$ cat src/rtl/snake_pkg.sv
// Shared snake-game constants: coordinate widths, playfield bounds, fallback food spot,
// and the food spawner state encoding.
package snake_pkg;

  localparam int X_W  = 10;
  localparam int Y_W  = 9;
  localparam int GRID = 10;

  localparam int X_MIN = 20;
  localparam int X_MAX = 620;
  localparam int Y_MIN = 20;
  localparam int Y_MAX = 460;

  localparam int FALLBACK_X_DEF = 320;
  localparam int FALLBACK_Y_DEF = 240;

  typedef enum logic [2:0] {
    ST_IDLE,
    ST_SAMPLE,
    ST_SCAN,
    ST_COMMIT,
    ST_FALLBACK
  } food_state_t;

  function automatic logic [X_W-1:0] clamp_x(input logic [X_W-1:0] v);
    if (v < X_W'(X_MIN)) return X_W'(X_MIN);
    if (v > X_W'(X_MAX)) return X_W'(X_MAX);
    return v;
  endfunction

  function automatic logic [Y_W-1:0] clamp_y(input logic [Y_W-1:0] v);
    if (v < Y_W'(Y_MIN)) return Y_W'(Y_MIN);
    if (v > Y_W'(Y_MAX)) return Y_W'(Y_MAX);
    return v;
  endfunction

endpackage

$ cat src/rtl/seg_overlap.sv
// Combinational GRID x GRID block-overlap test between a candidate point and a segment.
// Shared with the eat and self-collision detectors.
module seg_overlap
  import snake_pkg::*;
(
  input  logic [X_W-1:0] cand_x_i,
  input  logic [Y_W-1:0] cand_y_i,
  input  logic [X_W-1:0] seg_x_i,
  input  logic [Y_W-1:0] seg_y_i,
  output logic           overlap_o
);

  logic [X_W:0] dx_raw;
  logic [X_W:0] dx_abs;
  logic [Y_W:0] dy_raw;
  logic [Y_W:0] dy_abs;

  // One extra bit keeps the borrow, so the top bit acts as the sign of the difference.
  always_comb begin
    dx_raw    = {1'b0, seg_x_i} - {1'b0, cand_x_i};
    dy_raw    = {1'b0, seg_y_i} - {1'b0, cand_y_i};
    dx_abs    = dx_raw[X_W] ? (~dx_raw + 1'b1) : dx_raw;
    dy_abs    = dy_raw[Y_W] ? (~dy_raw + 1'b1) : dy_raw;
    overlap_o = (dx_abs < (X_W+1)'(GRID)) && (dy_abs < (Y_W+1)'(GRID));
  end

endmodule

$ cat src/rtl/food_spawn_ctrl.sv
// Food placement sequencer: samples a random point, clamps it to the playfield, scans
// the snake body through the registered segment RAM, retries on overlap, then publishes.
module food_spawn_ctrl
  import snake_pkg::*;
#(
  parameter int MAX_LEN    = 32,
  parameter int ADDR_W     = 5,
  parameter int MAX_TRIES  = 8,
  parameter int FALLBACK_X = FALLBACK_X_DEF,
  parameter int FALLBACK_Y = FALLBACK_Y_DEF
) (
  input  logic              VGA_clk,
  input  logic              reset,
  input  logic              spawn_req,
  input  logic [X_W-1:0]    rand_x,
  input  logic [Y_W-1:0]    rand_y,
  input  logic [ADDR_W:0]   snake_len,
  output logic [ADDR_W-1:0] seg_addr,
  input  logic [X_W-1:0]    seg_x,
  input  logic [Y_W-1:0]    seg_y,
  output logic [X_W-1:0]    food_x,
  output logic [Y_W-1:0]    food_y,
  output logic              food_valid,
  output logic              busy,
  output logic              spawn_done,
  output logic              fallback_used
);

  localparam int              TRY_W   = $clog2(MAX_TRIES + 1);
  localparam logic [ADDR_W:0] LEN_MAX = (ADDR_W+1)'(MAX_LEN);

  food_state_t      state_q, state_d;
  logic [X_W-1:0]   cand_x_q, cand_x_d;
  logic [Y_W-1:0]   cand_y_q, cand_y_d;
  logic [ADDR_W:0]  len_q, len_d;
  logic [ADDR_W:0]  idx_q, idx_d;
  logic [TRY_W-1:0] tries_q, tries_d;
  logic             cmp_valid_q, cmp_valid_d;
  logic [X_W-1:0]   food_x_q, food_x_d;
  logic [Y_W-1:0]   food_y_q, food_y_d;
  logic             food_valid_q, food_valid_d;
  logic             spawn_done_q, spawn_done_d;
  logic             fallback_q, fallback_d;

  logic             overlap;
  logic [ADDR_W:0]  len_sat;

  seg_overlap u_overlap (
    .cand_x_i  (cand_x_q),
    .cand_y_i  (cand_y_q),
    .seg_x_i   (seg_x),
    .seg_y_i   (seg_y),
    .overlap_o (overlap)
  );

  assign len_sat = (snake_len > LEN_MAX) ? LEN_MAX : snake_len;

  always_ff @(posedge VGA_clk or posedge reset) begin
    if (reset) begin
      state_q      <= ST_IDLE;
      cand_x_q     <= '0;
      cand_y_q     <= '0;
      len_q        <= '0;
      idx_q        <= '0;
      tries_q      <= '0;
      cmp_valid_q  <= 1'b0;
      food_x_q     <= '0;
      food_y_q     <= '0;
      food_valid_q <= 1'b0;
      spawn_done_q <= 1'b0;
      fallback_q   <= 1'b0;
    end else begin
      state_q      <= state_d;
      cand_x_q     <= cand_x_d;
      cand_y_q     <= cand_y_d;
      len_q        <= len_d;
      idx_q        <= idx_d;
      tries_q      <= tries_d;
      cmp_valid_q  <= cmp_valid_d;
      food_x_q     <= food_x_d;
      food_y_q     <= food_y_d;
      food_valid_q <= food_valid_d;
      spawn_done_q <= spawn_done_d;
      fallback_q   <= fallback_d;
    end
  end

  // cmp_valid_q marks that seg_x/seg_y carry the data for index idx_q-1 this cycle;
  // once idx_q reaches len_q a valid compare is the last one of the scan.
  always_comb begin
    state_d      = state_q;
    cand_x_d     = cand_x_q;
    cand_y_d     = cand_y_q;
    len_d        = len_q;
    idx_d        = idx_q;
    tries_d      = tries_q;
    cmp_valid_d  = 1'b0;
    food_x_d     = food_x_q;
    food_y_d     = food_y_q;
    food_valid_d = food_valid_q;
    spawn_done_d = 1'b0;
    fallback_d   = fallback_q;

    unique case (state_q)
      ST_IDLE: begin
        if (spawn_req) begin
          state_d      = ST_SAMPLE;
          food_valid_d = 1'b0;
          tries_d      = '0;
        end
      end
      ST_SAMPLE: begin
        cand_x_d = clamp_x(rand_x);
        cand_y_d = clamp_y(rand_y);
        len_d    = len_sat;
        idx_d    = '0;
        tries_d  = tries_q + 1'b1;
        state_d  = (len_sat == '0) ? ST_COMMIT : ST_SCAN;
      end
      ST_SCAN: begin
        if (cmp_valid_q && overlap) begin
          state_d = (tries_q == TRY_W'(MAX_TRIES)) ? ST_FALLBACK : ST_SAMPLE;
        end else if (cmp_valid_q && (idx_q == len_q)) begin
          state_d = ST_COMMIT;
        end else if (idx_q < len_q) begin
          idx_d       = idx_q + 1'b1;
          cmp_valid_d = 1'b1;
        end
      end
      ST_COMMIT: begin
        food_x_d     = cand_x_q;
        food_y_d     = cand_y_q;
        food_valid_d = 1'b1;
        spawn_done_d = 1'b1;
        fallback_d   = 1'b0;
        state_d      = ST_IDLE;
      end
      ST_FALLBACK: begin
        food_x_d     = X_W'(FALLBACK_X);
        food_y_d     = Y_W'(FALLBACK_Y);
        food_valid_d = 1'b1;
        spawn_done_d = 1'b1;
        fallback_d   = 1'b1;
        state_d      = ST_IDLE;
      end
      default: state_d = ST_IDLE;
    endcase
  end

  assign seg_addr      = idx_q[ADDR_W-1:0];
  assign food_x        = food_x_q;
  assign food_y        = food_y_q;
  assign food_valid    = food_valid_q;
  assign busy          = (state_q != ST_IDLE);
  assign spawn_done    = spawn_done_q;
  assign fallback_used = fallback_q;

endmodule

$ cat config.mk
export PLATFORM = sky130hd
export DESIGN_NAME = food_spawn_ctrl
export DESIGN_NICKNAME = d
export VERILOG_FILES = /design/src/rtl/snake_pkg.sv /design/src/rtl/seg_overlap.sv /design/src/rtl/food_spawn_ctrl.sv
export SDC_FILE = /design/constraint.sdc
export NUM_CORES = 1
export LEC_CHECK = 0
export BUFFER_PORTS_ARGS = -buffer_cell sky130_fd_sc_hd__buf_2
export CORE_MARGIN = 4
export CORE_UTILIZATION = 25
export DETAILED_ROUTE_END_ITERATION = 8
export PLACE_DENSITY = 0.51
export SYNTH_ARGS = -nofsm -noshare
export SYNTH_HDL_FRONTEND = slang
export SYNTH_SLANG_ARGS = --single-unit
$ cat constraint.sdc
create_clock -name VGA_clk -period 3.2 [get_ports VGA_clk]
set_clock_uncertainty 0.05 [all_clocks]
set_input_delay 0.16 -clock VGA_clk [delete_from_list [all_inputs] [get_ports VGA_clk]]
set_output_delay 0.16 -clock VGA_clk [all_outputs]
set_load 0.03 [all_outputs]
; ---- Word-level counts from Yosys, hierarchy flattened
; Cells that the tools add are included.
[classes]
eq_ne = 11
order_cmp = 8
addsub = 6
n_mux = 43
n_reduce_logical = 15
n_bitwise = 2
[op_table]
columns = cell, n
row1 = $mux W10, 5
row2 = $mux W9, 4
row3 = $mux W6, 4
row4 = $pmux W10 S2, 1
row5 = $pmux W9 S2, 1
row6 = $mux W1, 17
row7 = $mux W3, 4
row8 = $pmux W6 S2, 1
row9 = $add A11 B1 Y11 const B, 1
row10 = $lt A11 B4 Y1 const B, 1
row11 = $mux W11, 1
row12 = $not A11 Y11, 1
row13 = $sub A10 B10 Y11, 1
row14 = $add A10 B1 Y10 const B, 1
row15 = $gt A10 B10 Y1 const B, 1
row16 = $lt A10 B4 Y1 const B, 1
row17 = $lt A10 B5 Y1 const B, 1
row18 = $not A10 Y10, 1
row19 = $sub A9 B9 Y10, 1
row20 = $gt A9 B9 Y1 const B, 1
row21 = $lt A9 B5 Y1 const B, 1
row22 = $pmux W3 S3, 1
row23 = $ne A2 B2 Y1 const B, 4
row24 = $pmux W4 S2, 1
row25 = 20 further kinds, 29
[totals]
out_inout_bits = 28
word_cells = 97
in_bits = 47
register_bits = 61

; ---- Depth between registers and ports, before layout
; Gate-level depths: netlist of the first run.
[depth]
word_depth = 9
ltp_mapped = 15
mapped_depth_nobuf = 15

; ---- Cells and area by module
; Synthesis of the first run repeated with hierarchy kept, for this count alone.
[unflattened]
hier_cells = 542
area_unflattened_um2 = 4588.2
[modules_own_cells]
columns = mod, instances, area_each_um2, cells_per_inst
row1 = food_spawn_ctrl, 1, 3007.9, 318
row2 = seg_overlap, 1, 1580.3, 224

; ---- Least setup slack after synthesis of the first run
; Ideal clock, no wire load.
[synth_path]
kind = reg-to-reg
start = register cand_x_q[0]
end = register idx_q[3]
t_required_ns = 3.071
setup_time_ns = 0.079
arrival_ns = 3.307
period_less_slack_ns = 3.436
setup_slack_ns = -0.236
path_stages_with_launch = 15
cell_sequence = dfrtp_1 ha_1 inv_1 fa_1 inv_1 ha_1 or2_0 nor2b_1 a221oi_1 o21ai_0 a2111oi_4 o211ai_4 o31ai_4 or3_1 mux2i_1
[synth_via]
elab_chain_len = 9
[synth_lines]
columns = item, line_no
row1 = from (decl), food_spawn_ctrl.sv:33  ; logic [X_W-1:0] cand_x_q, cand_x_d;
row2 = from (signal assigned), food_spawn_ctrl.sv:74  ; cand_x_q <= cand_x_d;
row3 = $sub A10 B10 Y11 (*), seg_overlap.sv:20  ; dx_raw = {1'b0, seg_x_i} - {1'b0, cand_x_i};
row4 = $not A11 Y11, seg_overlap.sv:22  ; dx_abs = dx_raw[X_W] ? (~dx_raw + 1'b1) : dx_raw;
row5 = $add A11 B1 Y11, seg_overlap.sv:22
row6 = $mux W11 (*), seg_overlap.sv:22
row7 = $lt A11 B4 Y1 (*), seg_overlap.sv:24  ; overlap_o = (dx_abs < (X_W+1)'(GRID)) && (dy_abs < (Y_W+1)'(GRID));
row8 = $logic_and A1 B1 Y1 (*), seg_overlap.sv:24
row9 = $logic_and A1 B1 Y1 (*), food_spawn_ctrl.sv:121  ; if (cmp_valid_q && overlap) begin
row10 = $ne A2 B2 Y1 (no line) (*), --
row11 = $reduce_and A4 Y1 (no line) (*), --
row12 = to (signal assigned), food_spawn_ctrl.sv:77  ; idx_q <= idx_d;
row13 = to (decl), food_spawn_ctrl.sv:36  ; logic [ADDR_W:0] idx_q, idx_d;
; Mark *: on every way between the ends. The rest lies on a longest branch, timed or not.
; A chain may end at the register's enable or synchronous reset.

; ---- Worst setup path after layout of the first run
; Same ends and word-level chain as after synthesis.

==> metrics.md, run 1 <==
| Metric | Value |
|---|---|
| GPL Wtd Cong | `roughly 0.82` |
| Worst-Skew Late Latency | `about 340 ps` |
| Worst Hold Class | `input pin to flip-flop` |
| Tmin final | `roughly 3400 ps` |
| Placed Cells | `about 800` |
| Setup TNS Final | `-1248 ps` |
| Critical Path RT | `3410 ps` |
| Ratio of cells with drive above 1 in the final layout | `approximately 29%` |
| Reg2reg path depth | `14` |
| WL met3 | `585 um` |
| Final Net Count | `675` |
| Non-filler cells, final | `821` |
| Global route total overflow | `0` |
| Die Height | `between 100 and 150 um` |
| Status | `complete, but fails checks` |
| Starting DRT DRC Count | `~270` |
| Synth Area in Adders | `~9.6%` |
| Mapped Cells | `between 400 and 500` |
| Clock transition at path regs | `approximately 60 ps` |
| DRT Pass-1 Iters | `5` |
| Peak supply drop | `approximately 0.00044 V` |
| Failing checks | `setup timing` |
| Count of cell types in the netlist | `71` |
| Filler cell count in the final layout | `1729` |
| First-pass GRT wire length | `between 20000 and 25000 um` |
| CTS tree | `done` |
| Starting density of the core | `around 26%` |
| Mux cell area share after synthesis | `about 1.4%` |
| Die Area | `19450 sq um` |
| Post-synthesis xor/xnor area fraction | `between 3 and 4%` |
| Nature of the critical path endpoint | `flip-flop` |
| Clock Sinks | `61` |
| WHS Path Cells | `2` |
| Fraction of the mapped netlist area in simple logic gates | `a little under a fifth` |
| Arrival @ worst endpoint | `about 3600 ps` |
| Hold Vio Cnt, Final | `0` |
| DP HPWL | `between 9000 and 10000 um` |
| Per-cell routed wire length | `around 15 um` |
| Largest family of logic cells by synthesized area | `compound AO/OA/AOI/OAI gates` |
| Startpoint Class | `flip-flop` |
| Lkg Pwr | `between 2 and 3 nW` |
| Max-cap check violation count | `0` |
| Highest Signal Layer | `met4` |
| Mapped Avg Cell Area | `just under 9 sq um` |
| Aggregate global-route resource usage | `approximately an eighth` |
| Hold WS | `a little over 20 ps` |
| Fmax | `~300 MHz` |
| Mapped cell area | `between 4000 and 5000 sq um` |
| Tcrit/Tclk final | `105.8%` |
| Initial antenna violation count | `0` |
| DRT antenna net count | `0` |
| Compound-Gate Fraction of Synth Area | `roughly 24%` |
| RSZ-0062 raised after global routing | `yes` |
| M1 WL | `roughly 6000 um` |
| Synth Register Bits | `61` |
| Pwr dens | `about 1200 nW/um^2` |
| Die Wd | `roughly 140 um` |
| # DRC | `0` |
| Diodes inserted | `0` |
| Total CTS buffers | `9` |
| I/O Buffers | `74` |
| Root Buffer | `clkbuf_16` |
| Io pins | `75` |
| Asr flop ratio synth | `100.0%` |
| Tightest Pin Transition | `1075 ps` |
| Post-synth EDFFs | `0` |
| H-tree depth | `3` |
| Num rows | `47` |
| Syn. warnings | `0` |
| DP Area | `between 5000 and 6000 sq um` |
| Overall power | `~6.5 mW` |
| Synth Flop Type | `dfrtp_1` |
| Met2 WL | `roughly 6000 um` |
| Largest net degree at the start of global routing | `49` |
| Vias in the first global route | `around 3900` |
| Maximum buffer depth of the clock tree | `2` |
| Synth-to-Final Area Change | `30.18%` |
| Largest fanout on the critical path | `4` |
| Seq/Total Area, Yosys | `about a third` |
| Setup ws final | `-185.6 ps` |
| Rel. slew slack | `between 20% and 30%` |
| Core footprint | `between 15000 and 20000 sq um` |
| Total number of vias | `just under 4000` |
| Critical path type | `flip-flop to flip-flop` |
| Design Area, Final | `around 5600 sq um` |
| Setup Viol. Count Final | `9` |
| Slew Limit Fails | `0` |
| Drt via density | `between 4 and 5` |
| Total Wirelength | `~13000 um` |
| Synth Net Count | `570` |
-- worst paths after layout --
path / slack, ps / start / endpoint
setup / recovery: -190 / cand_x_q[0]$_DFFE_PP0P_ / idx_q[3]$_DFFE_PP0P_
hold / removal: 20 / rand_y[0] / cand_y_q[0]$_DFFE_PP0P_
setup reg to reg: -190 / cand_x_q[0]$_DFFE_PP0P_ / idx_q[3]$_DFFE_PP0P_
hold reg to reg: 430 / food_valid$_DFFE_PP0P_ / food_valid$_DFFE_PP0P_
max in group asynchronous: 2250 / reset / len_q[2]$_DFFE_PP0P_
min in group asynchronous: 30 / reset / spawn_done$_DFF_PP0_
-- report_power, final --
group,switching [mW],internal [mW],total (mW)
Clock,0.364,0.760,1.12
Combinational,2.38,1.70,4.08
Sequential,0.200,1.08,1.28
-- registers in the layout, summed over array words and instances (netlist names) --
name / count
cand_x_q: 10
food_x: 10
cand_y_q: 9
food_y: 9
idx_q: 6
len_q: 6
tries_q: 4
state_q: 3
cmp_valid_q: 1
fallback_used: 1
food_valid: 1
spawn_done: 1
-- repair_timing --
item	CTS	global route
setup buffers	5	1
hold buffers	1	0
pin swaps	15	2
resized for setup	15	8
endpoints found under the setup margin	10	10
endpoints found under the hold margin	1	0
-- critical path, stage by stage, from the launching register on --
cell and delay [ps]:
dfrtp_1 350, ha_2 180, inv_2 40, fa_2 520
inv_2 50, ha_4 200, or2_0 250, nor2b_1 160
a221oi_2 260, o21ai_2 100, a2111oi_4 350, o211ai_4 150
o31ai_4 270, or3_1 170, mux2i_1 200
-- stage by stage --
step	util (%)	setup slack, ps
2_1_floorplan	-	-111.4
3_3_place_gp	30.65	-181.2
3_5_place_dp	30.65	-283.2
4_1_cts	33.27	-284.6
5_1_grt	33.56	-368.1
6_report	33.56	-185.6
-- synth_stat cells, types with 5 or more instances --
| cell type | count | share of area, % |
|---|---|---|
| ha_1 | 30 | 8.7 |
| a311oi_1 | 11 | 2.2 |
| nor2_1 | 46 | 4.0 |
| o211ai_1 | 11 | 1.9 |
| nor4_1 | 5 | 0.72 |
| nor3_1 | 5 | 0.58 |
| buf_4 | 7 | 1.2 |
| inv_1 | 45 | 3.9 |
| o21ai_0 | 41 | 4.7 |
| nand2b_1 | 5 | 0.72 |
| nor2b_1 | 8 | 1.2 |
| clkbuf_1 | 15 | 1.3 |
| nand3_1 | 15 | 1.7 |
| o31ai_1 | 5 | 0.87 |
| dfrtp_1 | 61 | 35 |
| nand3b_1 | 8 | 1.4 |
| a21o_1 | 8 | 1.4 |
| nand2_1 | 43 | 3.7 |
| a21oi_1 | 28 | 3.2 |
| xnor2_1 | 13 | 2.6 |
-- layout make-up --
class	instances	area, sq um	share of cell area [%]
sequential	61	1526	27.14
clock buffer	10	229.0	4.071
tap	220	275.3	4.894
multi-input combinational	362	2614	46.47
timing repair buffer	117	699.4	12.44
clock inverter	6	111.4	1.980
inverter	45	168.9	3.003
-- layer usage --
metal  global-route usage, %  vias to the layer above
li1                        -                     1969
met5                       0                        -
met1                   17.73                     1846
met4                   3.193                        0
met3                   3.225                        8
met2                   20.79                       78
-- placed cells by master, fill, tap and decap left out, drive strengths merged, types with 2 or more instances in the layout --
| master | synthesis | routed |
|---|---|---|
| bufinv | 0 | 3 |
| buf | 8 | 116 |
| a211oi | 4 | 4 |
| nor2 | 47 | 47 |
| o211ai | 12 | 12 |
| o41ai | 2 | 2 |
| a221oi | 4 | 4 |
| nand4 | 4 | 4 |
| o21ai | 42 | 42 |
| and3 | 3 | 3 |
| a22oi | 2 | 2 |
| fa | 2 | 2 |
| nor3 | 7 | 7 |
| inv | 45 | 45 |
| nand3 | 16 | 16 |
| dfrtp | 61 | 61 |
| clkinv | 0 | 2 |
| o31ai | 6 | 6 |
| ha | 30 | 30 |
| a21oi | 29 | 29 |
| nand2b | 5 | 5 |
| a2111oi | 2 | 2 |
| nor3b | 4 | 4 |
| mux2i | 5 | 5 |
| nor2b | 8 | 8 |
| a22o | 3 | 3 |
| xor2 | 5 | 5 |
| xnor2 | 13 | 13 |
| a21o | 9 | 9 |
| a31oi | 5 | 5 |
| nand2 | 43 | 43 |
| nand3b | 8 | 8 |
| o21a | 4 | 4 |
| or3 | 4 | 4 |
| a311oi | 11 | 11 |
| o22ai | 2 | 2 |
| nor4 | 6 | 6 |
| clkbuf | 15 | 10 |
-- kinds of logic after synthesis --
kind of cell             count (synthesis)
AND/OR/NAND/NOR                        161
multiplexers                             5
XOR/XNOR                                18
AO/OA/AOI/OAI                          146
buffers and inverters                   68
flip-flops                              61
adder cells (fa/ha/maj)                 32
Note: power is estimated with default switching activity, not from simulation.
==> run 2: changes to the inputs <==
- ABC_AREA: unset -> 1
- CAP_MARGIN: unset -> 20
==> metrics.md, run 2 <==
| Metric | Value |
|---|---|
| Io pins | `75 (unchanged)` |
| Setup Viol. Count Final | `0 (was 9)` |
| Diodes inserted | `0 (unchanged)` |
| # DRC | `0 (unchanged)` |
| Num rows | `48 (was 47)` |
| Core footprint | `17480 sq um (was 16760 sq um)` |
| Post-synth EDFFs | `0 (unchanged)` |
| Initial antenna violation count | `0 (unchanged)` |
| Drt via density | `4.484 (was 4.752)` |
| Largest net degree at the start of global routing | `34 (was 49)` |
| Worst-Skew Late Latency | `340 ps (about the same)` |
| Per-cell routed wire length | `13.44 um (was 15.24 um)` |
| Slew Limit Fails | `0 (unchanged)` |
| Worst reg2reg endpoint | `idx_q[2]$_DFFE_PP0P_ (was idx_q[3]$_DFFE_PP0P_)` |
| Tightest Pin Transition | `739.5 ps (was 1075 ps)` |
| Place WS | `223.3 ps (was -283.2 ps)` |
| Total number of vias | `4287 (was 3901)` |
| Clock transition at path regs | `60 ps (about the same)` |
| Starting density of the core | `25.85% (was 25.78%)` |
| Mapped cell area | `4518 sq um (was 4320 sq um)` |
| Maximum buffer depth of the clock tree | `2 (unchanged)` |
| Mapped Cells | `643 (was 491)` |
| Largest fanout on the critical path | `8 (was 4)` |
| DRT antenna net count | `0 (unchanged)` |
| Worst Hold Class | `input pin to flip-flop (unchanged)` |
| Rel. slew slack | `50.63% (was 28.30%)` |
| Top post-synthesis cells by area | `dfrtp_1 (34%), nand2_1 (15%), ha_1 (8.3%), inv_1 (8.0%), nand3_1 (6.5%) (was dfrtp_1 (35%), ha_1 (8.7%), o21ai_0 (4.7%), nor2_1 (4.0%), inv_1 (3.9%))` |
| DRT Pass-1 Iters | `5 (unchanged)` |
| Hold WS | `24.59 ps (was 20.50 ps)` |
| Lkg Pwr | `2.912 nW (was 2.563 nW)` |
| CTS tree | `done (unchanged)` |
| Worst reg-to-reg setup slack | `280 ps (was -190 ps)` |
| GPL Wtd Cong | `0.8068 (was 0.8198)` |
| First-pass GRT wire length | `21490 um (was 20510 um)` |
| Starting DRT DRC Count | `184 (was 267)` |
| Overall power | `5.830 mW (was 6.490 mW)` |
| Top post-synthesis cells by count | `nand2_1 (183), inv_1 (96), dfrtp_1 (61), nand3_1 (59), o21ai_0 (42) (was dfrtp_1 (61), nor2_1 (46), inv_1 (45), nand2_1 (43), o21ai_0 (41))` |
| Synth top area share | `33.79% (was 35.33%)` |
| Peak supply drop | `0.0004367 V (was 0.0004351 V)` |
| Syn. warnings | `0 (unchanged)` |
| DP HPWL | `10220 um (was 9749 um)` |
| Top-count cell post-synth | `nand2_1 (was dfrtp_1)` |
| Tmin final | `2919 ps (was 3386 ps)` |
| Root Buffer | `clkbuf_16 (unchanged)` |
| Clock Sinks | `61 (unchanged)` |
| Setup ws final | `281.3 ps (was -185.6 ps)` |
| Reg area | `1526 sq um (unchanged)` |
| Status | `finished, final reports clean (was complete, but fails checks)` |
| Mapped Avg Cell Area | `7.027 sq um (was 8.799 sq um)` |
| Aggregate global-route resource usage | `13.28% (was 13.01%)` |
| Reg2reg path depth | `20 (was 14)` |
| Pwr dens | `1063 nW/um^2 (was 1154 nW/um^2)` |
| DP Area | `5127 sq um (was 5136 sq um)` |
| Startpoint Class | `flip-flop (unchanged)` |
| Multi-input gate area in the final layout | `2549 sq um (was 2614 sq um)` |
| Design Area, Final | `5487 sq um (was 5624 sq um)` |
| Filler cell count in the final layout | `1926 (was 1729)` |
| Synth-to-Final Area Change | `21.43% (was 30.18%)` |
| Asr flop ratio synth | `100.0% (unchanged)` |
| Critical path type | `flip-flop to flip-flop (unchanged)` |
| Setup crit start | `cand_y_q[0]$_DFFE_PP0P_ (was cand_x_q[0]$_DFFE_PP0P_)` |
| Vias in the first global route | `4328 (was 3892)` |
| Most common cell after layout, fill and taps aside | `nand2_1 (was buf_2)` |
| CP endpoint | `idx_q[2]$_DFFE_PP0P_ (was idx_q[3]$_DFFE_PP0P_)` |
| Tcrit/Tclk final | `91.21% (was 105.8%)` |
| Most frequent cells in the layout | `nand2_1 (183), inv_1 (92), buf_2 (74) (was buf_2 (74), dfrtp_1 (61), nor2_1 (45))` |
| Die Wd | `142.4 um (was 139.5 um)` |
| Post-synth top area cell | `dfrtp_1 (unchanged)` |
| WHS Path Cells | `3 (was 2)` |
| Critical Path RT | `3420 ps (was 3410 ps)` |
| Ratio of cells with drive above 1 in the final layout | `19.29% (was 29.12%)` |
| Max-cap check violation count | `0 (unchanged)` |
| I/O Buffers | `74 (unchanged)` |
| Synth Flop Type | `dfrtp_1 (unchanged)` |
| Hold Vio Cnt, Final | `0 (unchanged)` |
| Final Net Count | `805 (was 675)` |
| Placed Cells | `933 (was 798)` |
| Die Height | `142.4 um (was 139.5 um)` |
| Seq/Total Area, Yosys | `33.79% (was 35.33%)` |
| Global route total overflow | `0 (unchanged)` |
| Nature of the critical path endpoint | `flip-flop (unchanged)` |
| Synth Register Bits | `61 (unchanged)` |
| Count of cell types in the netlist | `40 (was 71)` |
| Die Area | `20290 sq um (was 19450 sq um)` |
| Reg-to-Reg Start | `cand_y_q[0]$_DFFE_PP0P_ (was cand_x_q[0]$_DFFE_PP0P_)` |
| Non-filler cells, final | `956 (was 821)` |
| Arrival @ worst endpoint | `3140 ps (was 3590 ps)` |
| Total CTS buffers | `9 (unchanged)` |
| Synth Net Count | `722 (was 570)` |
| Total Wirelength | `12850 um (was 12510 um)` |
| H-tree depth | `3 (unchanged)` |
| Fmax | `342.6 MHz (was 295.4 MHz)` |
## run 2: cell count changes after synthesis, moves of 8 or more
cell and delta:
nor2_2 +8, xnor2_1 -11, nand2_2 +8, inv_1 +51, a21o_1 -8, clkbuf_1 -8, a311oi_1 -11, nor2b_1 -8
nand2_1 +140, a21oi_1 -10, nand3_1 +44
## run 2: worst min path at each step
stage / from / end
6_report: snake_len[1] / len_q[1]$_DFFE_PP0P_
3_5_place_dp: reset / food_x[4]$_DFFE_PP0P_
5_1_grt: rand_y[6] / cand_y_q[6]$_DFFE_PP0P_
2_1_floorplan: rand_y[6] / cand_y_q[6]$_DFFE_PP0P_
3_3_place_gp: reset / cand_x_q[4]$_DFFE_PP0P_
4_1_cts: snake_len[1] / len_q[1]$_DFFE_PP0P_
## run 2: cells by family (layout without fill, tap and decap cells)
group           Yosys count  count (layout)  share of synthesized area (%)
simple gates            341             341                          34.09
buf+inv                 112             200                          9.914
compound gates           92              92                          12.05
flops                    61              61                          33.79
fa+ha+maj                32              32                          9.194
xor+xnor                  5               5                         0.9694
## run 2: repair_timing
item                                    CTS  global route
endpoints found under the hold margin    33             0
gates resized for setup                   0             5
endpoints found under the setup margin    0             6
setup buffers                             0             4
hold buffers                              3             0
## run 2: routing by layer
| metal | track usage [%] | vias up | wire (um) |
|---|---|---|---|
| met5 | 0 | - | 0 |
| met4 | 3.852 | 0 | 195 |
| met3 | 3.125 | 14 | 589 |
| met2 | 21.54 | 88 | 5730 |
| met1 | 17.67 | 1930 | 6336 |
| li1 | - | 2255 | - |
## run 2: area by class of cell
class,count,area share (%)
multi-input cells,470,46.45
clock inverters,4,0.8666
well taps,225,5.131
repair buffers,86,8.529
clock buffers,12,4.493
flip-flops and latches,61,27.82
inverters,98,6.705
## run 2: power breakdown
group	switching (mW)	internal, mW	total [mW]
clock	0.360	0.622	0.981
combinational	2.41	1.19	3.61
sequential	0.158	1.09	1.24
total	2.93	2.90	5.83
## run 2: per-stage QoR
| stage | setup TNS, ps | util (%) |
|---|---|---|
| floorplan | 0 | - |
| global placement | 0 | 29.34 |
| detailed placement | 0 | 29.34 |
| CTS | 0 | 31.19 |
| global route | -42.73 | 31.39 |
| finish | 0 | 31.39 |
## run 2: worst max-delay path, cell delays in order, from the launching register on
cell,delay (ps)
dfrtp_1,390
ha_1,220
inv_2,80
fa_1,420
inv_2,90
ha_1,180
inv_1,50
nor2_2,130
nand3_2,90
buf_4,150
nand2_2,60
nand2_1,50
nand2_1,60
nand4_1,130
nor2_2,170
nand3_2,110
nand2_2,110
nand2_4,100
nand2_4,100
nand2_1,60
nand2_1,60
